==> src/rtl/fpu_norm_round_pack_if.sv <==
// FPU output-stage bus: unified-format beat in, packed FP16 beat out.
// master drives the input beat and dout_ready; slave is the pack stage.
interface fpu_norm_round_pack_if #(
  parameter int EXP_W = 6,
  parameter int MAN_W = 22
);
  logic             din_valid;
  logic             din_ready;
  logic             din_uni_y_sgn;
  logic [EXP_W-1:0] din_uni_y_exp;
  logic [MAN_W-1:0] din_uni_y_man_dn;
  logic             dout_valid;
  logic             dout_ready;
  logic [15:0]      dout_fp16;
  logic             dout_ovf;
  logic             dout_unf;
  logic             dout_inexact;

  modport master (
    output din_valid, din_uni_y_sgn, din_uni_y_exp,
    output din_uni_y_man_dn, dout_ready,
    input  din_ready, dout_valid, dout_fp16,
    input  dout_ovf, dout_unf, dout_inexact
  );

  modport slave (
    input  din_valid, din_uni_y_sgn, din_uni_y_exp,
    input  din_uni_y_man_dn, dout_ready,
    output din_ready, dout_valid, dout_fp16,
    output dout_ovf, dout_unf, dout_inexact
  );
endinterface

==> src/rtl/fpu_norm_round_pack.sv <==
// FPU output stage: normalize, round-to-nearest-even, pack to FP16.
// Three-stage pipeline that stalls as a whole under backpressure.
module fpu_norm_round_pack #(
  parameter int EXP_W = 6,
  parameter int MAN_W = 22,
  parameter int BIAS  = 15
) (
  input  logic clk,
  input  logic rst,
  fpu_norm_round_pack_if.slave bus
);
  localparam int FW = MAN_W - 2;
  localparam logic [7:0] EMAX = 8'(2 * BIAS + 1);

  logic adv;

  logic            s1_valid_q, s1_sgn_q, s1_zero_q, s1_rsh_q;
  logic [4:0]      s1_lz_q;
  logic [7:0]      s1_e_q;
  logic [MAN_W-1:0] s1_man_q;

  logic            s2_valid_q, s2_sgn_q, s2_zero_q, s2_sob_q;
  logic [7:0]      s2_e_q;
  logic [FW:0]     s2_m_q;

  logic            s3_valid_q, s3_ovf_q, s3_unf_q, s3_inx_q;
  logic [15:0]     s3_fp16_q;

  assign adv           = ~s3_valid_q | bus.dout_ready;
  assign bus.din_ready = adv;

  logic [7:0] e_in, lim, lz_w;
  logic [4:0] p, lz_d;
  logic [7:0] e1_d;

  // Leading-one detect and exponent adjustment for the incoming beat
  always_comb begin
    e_in = (bus.din_uni_y_exp == '0) ? 8'd1 : 8'(bus.din_uni_y_exp);
    p = '0;
    for (int i = 0; i <= FW; i++) begin
      if (bus.din_uni_y_man_dn[i]) p = 5'(i);
    end
    lim  = e_in - 8'd1;
    lz_w = 8'(5'(FW) - p);
    lz_d = (lz_w > lim) ? lim[4:0] : lz_w[4:0];
    e1_d = bus.din_uni_y_man_dn[MAN_W-1] ? e_in + 8'd1
                                         : e_in - 8'(lz_d);
  end

  // Stage 1: capture detect results
  always_ff @(posedge clk) begin
    if (rst) begin
      s1_valid_q <= 1'b0;
    end else if (adv) begin
      s1_valid_q <= bus.din_valid;
      s1_sgn_q   <= bus.din_uni_y_sgn;
      s1_zero_q  <= (bus.din_uni_y_man_dn == '0);
      s1_rsh_q   <= bus.din_uni_y_man_dn[MAN_W-1];
      s1_lz_q    <= lz_d;
      s1_e_q     <= e1_d;
      s1_man_q   <= bus.din_uni_y_man_dn;
    end
  end

  logic [FW:0] m2_d;

  // Normalizing shift; a right shift keeps the dropped bit for sticky
  always_comb begin
    m2_d = s1_rsh_q ? (FW+1)'(s1_man_q >> 1)
                    : (FW+1)'(s1_man_q << s1_lz_q);
  end

  // Stage 2: capture shifted mantissa
  always_ff @(posedge clk) begin
    if (rst) begin
      s2_valid_q <= 1'b0;
    end else if (adv) begin
      s2_valid_q <= s1_valid_q;
      s2_sgn_q   <= s1_sgn_q;
      s2_zero_q  <= s1_zero_q;
      s2_sob_q   <= s1_rsh_q & s1_man_q[0];
      s2_e_q     <= s1_e_q;
      s2_m_q     <= m2_d;
    end
  end

  logic        g, st, rup, hid, inx;
  logic [11:0] sum;
  logic [7:0]  eo;
  logic [9:0]  fr;
  logic [15:0] fp16_d;
  logic        ovf_d, unf_d, inx_d;

  // Round to nearest-even and pack into FP16 with flags
  always_comb begin
    g      = s2_m_q[FW-11];
    st     = (|s2_m_q[FW-12:0]) | s2_sob_q;
    rup    = g & (st | s2_m_q[FW-10]);
    sum    = {1'b0, s2_m_q[FW:FW-10]} + 12'(rup);
    hid    = sum[11] | sum[10];
    eo     = s2_e_q + 8'(sum[11]);
    fr     = sum[11] ? 10'h0 : sum[9:0];
    inx    = g | st;
    fp16_d = {s2_sgn_q, 5'h0, fr};
    ovf_d  = 1'b0;
    inx_d  = inx;
    unf_d  = inx;
    if (s2_zero_q) begin
      fp16_d = {s2_sgn_q, 15'h0};
      inx_d  = 1'b0;
      unf_d  = 1'b0;
    end else if (hid && eo >= EMAX) begin
      fp16_d = {s2_sgn_q, 5'h1F, 10'h0};
      ovf_d  = 1'b1;
      inx_d  = 1'b1;
      unf_d  = 1'b0;
    end else if (hid) begin
      fp16_d = {s2_sgn_q, eo[4:0], fr};
      unf_d  = 1'b0;
    end
  end

  // Stage 3: registered outputs
  always_ff @(posedge clk) begin
    if (rst) begin
      s3_valid_q <= 1'b0;
      s3_fp16_q  <= 16'h0;
      s3_ovf_q   <= 1'b0;
      s3_unf_q   <= 1'b0;
      s3_inx_q   <= 1'b0;
    end else if (adv) begin
      s3_valid_q <= s2_valid_q;
      s3_fp16_q  <= fp16_d;
      s3_ovf_q   <= ovf_d;
      s3_unf_q   <= unf_d;
      s3_inx_q   <= inx_d;
    end
  end

  assign bus.dout_valid   = s3_valid_q;
  assign bus.dout_fp16    = s3_fp16_q;
  assign bus.dout_ovf     = s3_ovf_q;
  assign bus.dout_unf     = s3_unf_q;
  assign bus.dout_inexact = s3_inx_q;
endmodule

==> src/flat_wrapper.sv <==
// flat-port wrapper written by rule: the top's interface ports become plain ports
module fpu_norm_round_pack_flat 
#(
  parameter int EXP_W = 6,
  parameter int MAN_W = 22,
  parameter int BIAS  = 15
)
  (clk, rst, bus_din_valid, bus_din_uni_y_sgn, bus_din_uni_y_exp, bus_din_uni_y_man_dn, bus_dout_ready, bus_din_ready, bus_dout_valid, bus_dout_fp16, bus_dout_ovf, bus_dout_unf, bus_dout_inexact);
  fpu_norm_round_pack_if #(.EXP_W(EXP_W), .MAN_W(MAN_W)) bus_i ();
  input  logic clk;
  input  logic rst;
  input wire logic [$bits(bus_i.din_valid)-1:0] bus_din_valid;
  input wire logic [$bits(bus_i.din_uni_y_sgn)-1:0] bus_din_uni_y_sgn;
  input wire logic [$bits(bus_i.din_uni_y_exp)-1:0] bus_din_uni_y_exp;
  input wire logic [$bits(bus_i.din_uni_y_man_dn)-1:0] bus_din_uni_y_man_dn;
  input wire logic [$bits(bus_i.dout_ready)-1:0] bus_dout_ready;
  output wire logic [$bits(bus_i.din_ready)-1:0] bus_din_ready;
  output wire logic [$bits(bus_i.dout_valid)-1:0] bus_dout_valid;
  output wire logic [$bits(bus_i.dout_fp16)-1:0] bus_dout_fp16;
  output wire logic [$bits(bus_i.dout_ovf)-1:0] bus_dout_ovf;
  output wire logic [$bits(bus_i.dout_unf)-1:0] bus_dout_unf;
  output wire logic [$bits(bus_i.dout_inexact)-1:0] bus_dout_inexact;
  assign bus_i.din_valid = bus_din_valid;
  assign bus_i.din_uni_y_sgn = bus_din_uni_y_sgn;
  assign bus_i.din_uni_y_exp = bus_din_uni_y_exp;
  assign bus_i.din_uni_y_man_dn = bus_din_uni_y_man_dn;
  assign bus_i.dout_ready = bus_dout_ready;
  assign bus_din_ready = bus_i.din_ready;
  assign bus_dout_valid = bus_i.dout_valid;
  assign bus_dout_fp16 = bus_i.dout_fp16;
  assign bus_dout_ovf = bus_i.dout_ovf;
  assign bus_dout_unf = bus_i.dout_unf;
  assign bus_dout_inexact = bus_i.dout_inexact;
  fpu_norm_round_pack #(.EXP_W(EXP_W), .MAN_W(MAN_W), .BIAS(BIAS)) u_core (.clk(clk), .rst(rst), .bus(bus_i));
endmodule
==> config.mk <==
export PLATFORM = sky130hd
export DESIGN_NAME = fpu_norm_round_pack_flat
export DESIGN_NICKNAME = d
export VERILOG_FILES = /design/src/rtl/fpu_norm_round_pack_if.sv /design/src/rtl/fpu_norm_round_pack.sv /design/src/flat_wrapper.sv
export SDC_FILE = /design/constraint.sdc
export NUM_CORES = 1
export LEC_CHECK = 0
export ABC_AREA = 1
export BUFFER_PORTS_ARGS = -buffer_cell sky130_fd_sc_hd__buf_4
export CORE_MARGIN = 5
export CORE_UTILIZATION = 57
export CTS_BUF_LIST = sky130_fd_sc_hd__clkbuf_4 sky130_fd_sc_hd__clkbuf_8
export DETAILED_ROUTE_END_ITERATION = 6
export GPL_ROUTABILITY_DRIVEN = 0
export PLACE_DENSITY = 0.85
export SYNTH_ARGS = -nofsm -noshare
export SYNTH_HDL_FRONTEND = slang
export SYNTH_SLANG_ARGS = --single-unit
==> constraint.sdc <==
create_clock -name clk -period 8.79 [get_ports clk]
set_input_delay 1.3185 -clock clk [delete_from_list [all_inputs] [get_ports clk]]
set_output_delay 1.3185 -clock clk [all_outputs]
set_load 0.01 [all_outputs]
==> reports/qor.yml <==
post-place-ws_ns: 3.07
vias: 4721
max_freq_ghz: 0.187
ir_drop_mv: 0.0768
ys_warn_count: 0
arrival_ns: 5.48
worstRegToRegCells: 24
die-height_um: 107
synth_edf_count: 69
slew_viol_final: 0
io_pins: 54
grt_max_degree: 68
drc: 0
seq_area_frac_synth_pct: 46.7
crit_path_end_kind: "flip-flop"
cts_buffers: 9
period_share_pct: 61.0
crit_path_top_delay_cell: "ha_1"
nNetsFinal: 773
routedWlPerCell_um: 13.2
r2r_setup_slack_ns: 5.15
antenna_found_initial: 0
finalHoldViolCount: 0
p_leak_nw: 2.70
setup_viol: 0
crit_top_cell: "nand2_1"
final_common_cell: "nand2_1"
final_area_um2: 6100
setup.worst_path.start_class: "input pin"
r2r-start: "u_core.s2_m_q[1]$_DFFE_PP_"
netlist_instances: 677
synth_seq_cells: 91
relSlewSlack_pct: 45.7
cts_setup_buffers: 0
min_period_ns: 5.36
reg2reg_to: "u_core.bus.dout_fp16[9]$_SDFFE_PP0N_"
vias_per_cell: 5.63
grt_pass1_vias: 4354
syn_area_um2: 5380
syn_avg_cell_area_um2: 7.94
maxCapViolCount: 0
clk_path_buf_depth: 2
layout_common_cells: "nand2_1 (182), inv_1 (92), edfxtp_1 (69), o21ai_0 (57), buf_4 (55)"
wl_mm: 11.1
root_buffer: "clkbuf_8"
min-delay-path-class: "reg2reg"
critPathKind: "in2reg"
status: "complete, no violations"
core_um2: 9200
holdPathStages: 0
dieArea_um2: 11500
grt_pass1_wl_mm: 19.1
power.density_nw_per_um2: 179
yosys.area.top_type_share_pct: 38.5
dr.pass1.iters: 6
area_growth_pct: 13.5
htree_levels: 3
hold_ws_ns: 0.418
hold_path_startpoint: "u_core.s1_e_q[0]$_DFFE_PP_"
clock_skew_ns: 0.0106
fin_ws_ns: 3.43
worstPathMaxFanout: 7
ant_nets: 0
final_core_util_pct: 66.3
start_util_pct: 58.4
grtUsageTotal_pct: 20.3
synth.top_cells.by_area: "edfxtp_1 (39%), nand2_1 (13%), dfxtp_1 (8.2%)"
hold_path_end: "u_core.s2_e_q[0]$_DFFE_PP_"
placed_cell_area_um2: 5860
path_clk_slew_ns: 0.09
grt.overflow.total: 0
die_w_um: 107
synthArstFlopShare_pct: 0
clock_sinks: 91
yosysUniqueCellTypes: 49
critPathRequiredTime_ns: 8.92
ctsResizeCount: 0
rows: 35
dp_hpwl_mm: 8.55
synth_ff_type: "edfxtp_1"
clock_latency_ns: 0.37
rsz0062_at_grt: "false"
worstMarginPinSlew_ns: 0.814
holdBufCountCts: 0
cts_tree: "done"
yosysTopAreaCell: "edfxtp_1"
max_stage_delay_ns: 0.35
numPortBuffers: 53
drive_gt1_share_pct: 13.9
antenna_cells: 0
first_iter_violations: 550
fin_setup_tns_ns: 0
==> worst max path at each step <==
| stage | start | endpoint | slack, ns | cells past startpoint |
|---|---|---|---|---|
| final | bus_din_uni_y_man_dn[2] | u_core.s1_e_q[5]$_DFFE_PP_ | 3.43 | 43 |
| after global routing | bus_din_uni_y_man_dn[2] | u_core.s1_e_q[5]$_DFFE_PP_ | 2.83 | 42 |
| after CTS | bus_din_uni_y_man_dn[2] | u_core.s1_e_q[5]$_DFFE_PP_ | 3.44 | 43 |
| after detailed placement | bus_din_uni_y_man_dn[2] | u_core.s1_e_q[5]$_DFFE_PP_ | 3.07 | 43 |
| after global placement | bus_din_uni_y_man_dn[2] | u_core.s1_e_q[5]$_DFFE_PP_ | 3.27 | 43 |
| after floorplan | bus_din_uni_y_man_dn[2] | u_core.s1_e_q[5]$_DFFE_PP_ | 3.67 | 42 |
==> critical path: cells and delay by family <==
kind | cells | cell delay [ns]
AOI/OAI and AO/OA | 5 | 0.67
adders and majority gates | 3 | 0.85
buffers and inverters | 3 | 0.34
and+or+nand+nor | 32 | 2.30
==> routing by layer <==
layer | part of all wire, % | global-route usage (%) | up-vias | wire (µm)
met5 | 0 | 0 | - | 0
li1 | - | - | 2357 | -
met2 | 48 | 35.2 | 221 | 5370
met4 | 2.3 | 7.03 | 0 | 258
met1 | 42 | 25.3 | 2116 | 4670
met3 | 7.2 | 3.91 | 27 | 800
==> metrics by stage <==
stage               std cells  power, mW
global placement          822      0.750
floorplan                 679      0.695
finish                    838       1.09
global route              838       1.15
detailed placement        822      0.760
CTS                       838       1.09
==> cell families (layout without fill, tap and decap cells) <==
group                    after synthesis  after routing  synth area share (%)
other                                  2              4                 0.140
adder cells (fa/ha/maj)               18             18                  4.33
AO/OA/AOI/OAI                        133            133                  14.9
AND/OR/NAND/NOR                      307            307                  24.5
XOR/XNOR                               6              6                 0.978
flip-flops                            91             91                  46.7
buffers and inverters                120            168                  8.38
==> sequential cells by signal, summed over array words and instances (netlist names), 5 cells and up <==
name and flops:
u_core.s1_man_q 22, u_core.s2_m_q 21, u_core.bus.dout_fp16 16, u_core.s1_e_q 8, u_core.s2_e_q 8, u_core.s1_lz_q 5
==> cells in the mapped netlist, types with 2 or more instances <==
master    number
nand2_1      182
inv_1         92
edfxtp_1      69
o21ai_0       57
nor2_1        52
nand3_1       32
a21oi_1       31
clkbuf_1      22
dfxtp_1       22
ha_1          17
nand4_1       10
a21oi_2        7
nand2_2        6
nor4_1         6
o211ai_1       5
o221ai_1       5
xor2_1         5
nor3_1         4
o22ai_1        4
a211oi_1       3
a22oi_1        3
a32oi_1        3
inv_2          3
nand3_2        3
o31ai_1        3
or2_2          3
clkinv_1       2
conb_1         2
nand3b_1       2
nor2_2         2
o311ai_0       2
==> layout make-up <==
| class | instances | area [µm²] |
|---|---|---|
| inverter | 97 | 364 |
| clock buffer | 10 | 131 |
| timing repair buffer | 55 | 413 |
| multi-input combinational | 468 | 2430 |
| sequential | 91 | 2510 |
| fill | 740 | 3100 |
| clock inverter | 6 | 113 |
| tap | 111 | 139 |
==> power breakdown <==
part	internal, mW	total, mW	switching (mW)
sequential	0.505	0.535	0.0294
combinational	0.0814	0.221	0.140
clock	0.193	0.336	0.143
(Power assumes the default switching activity.)
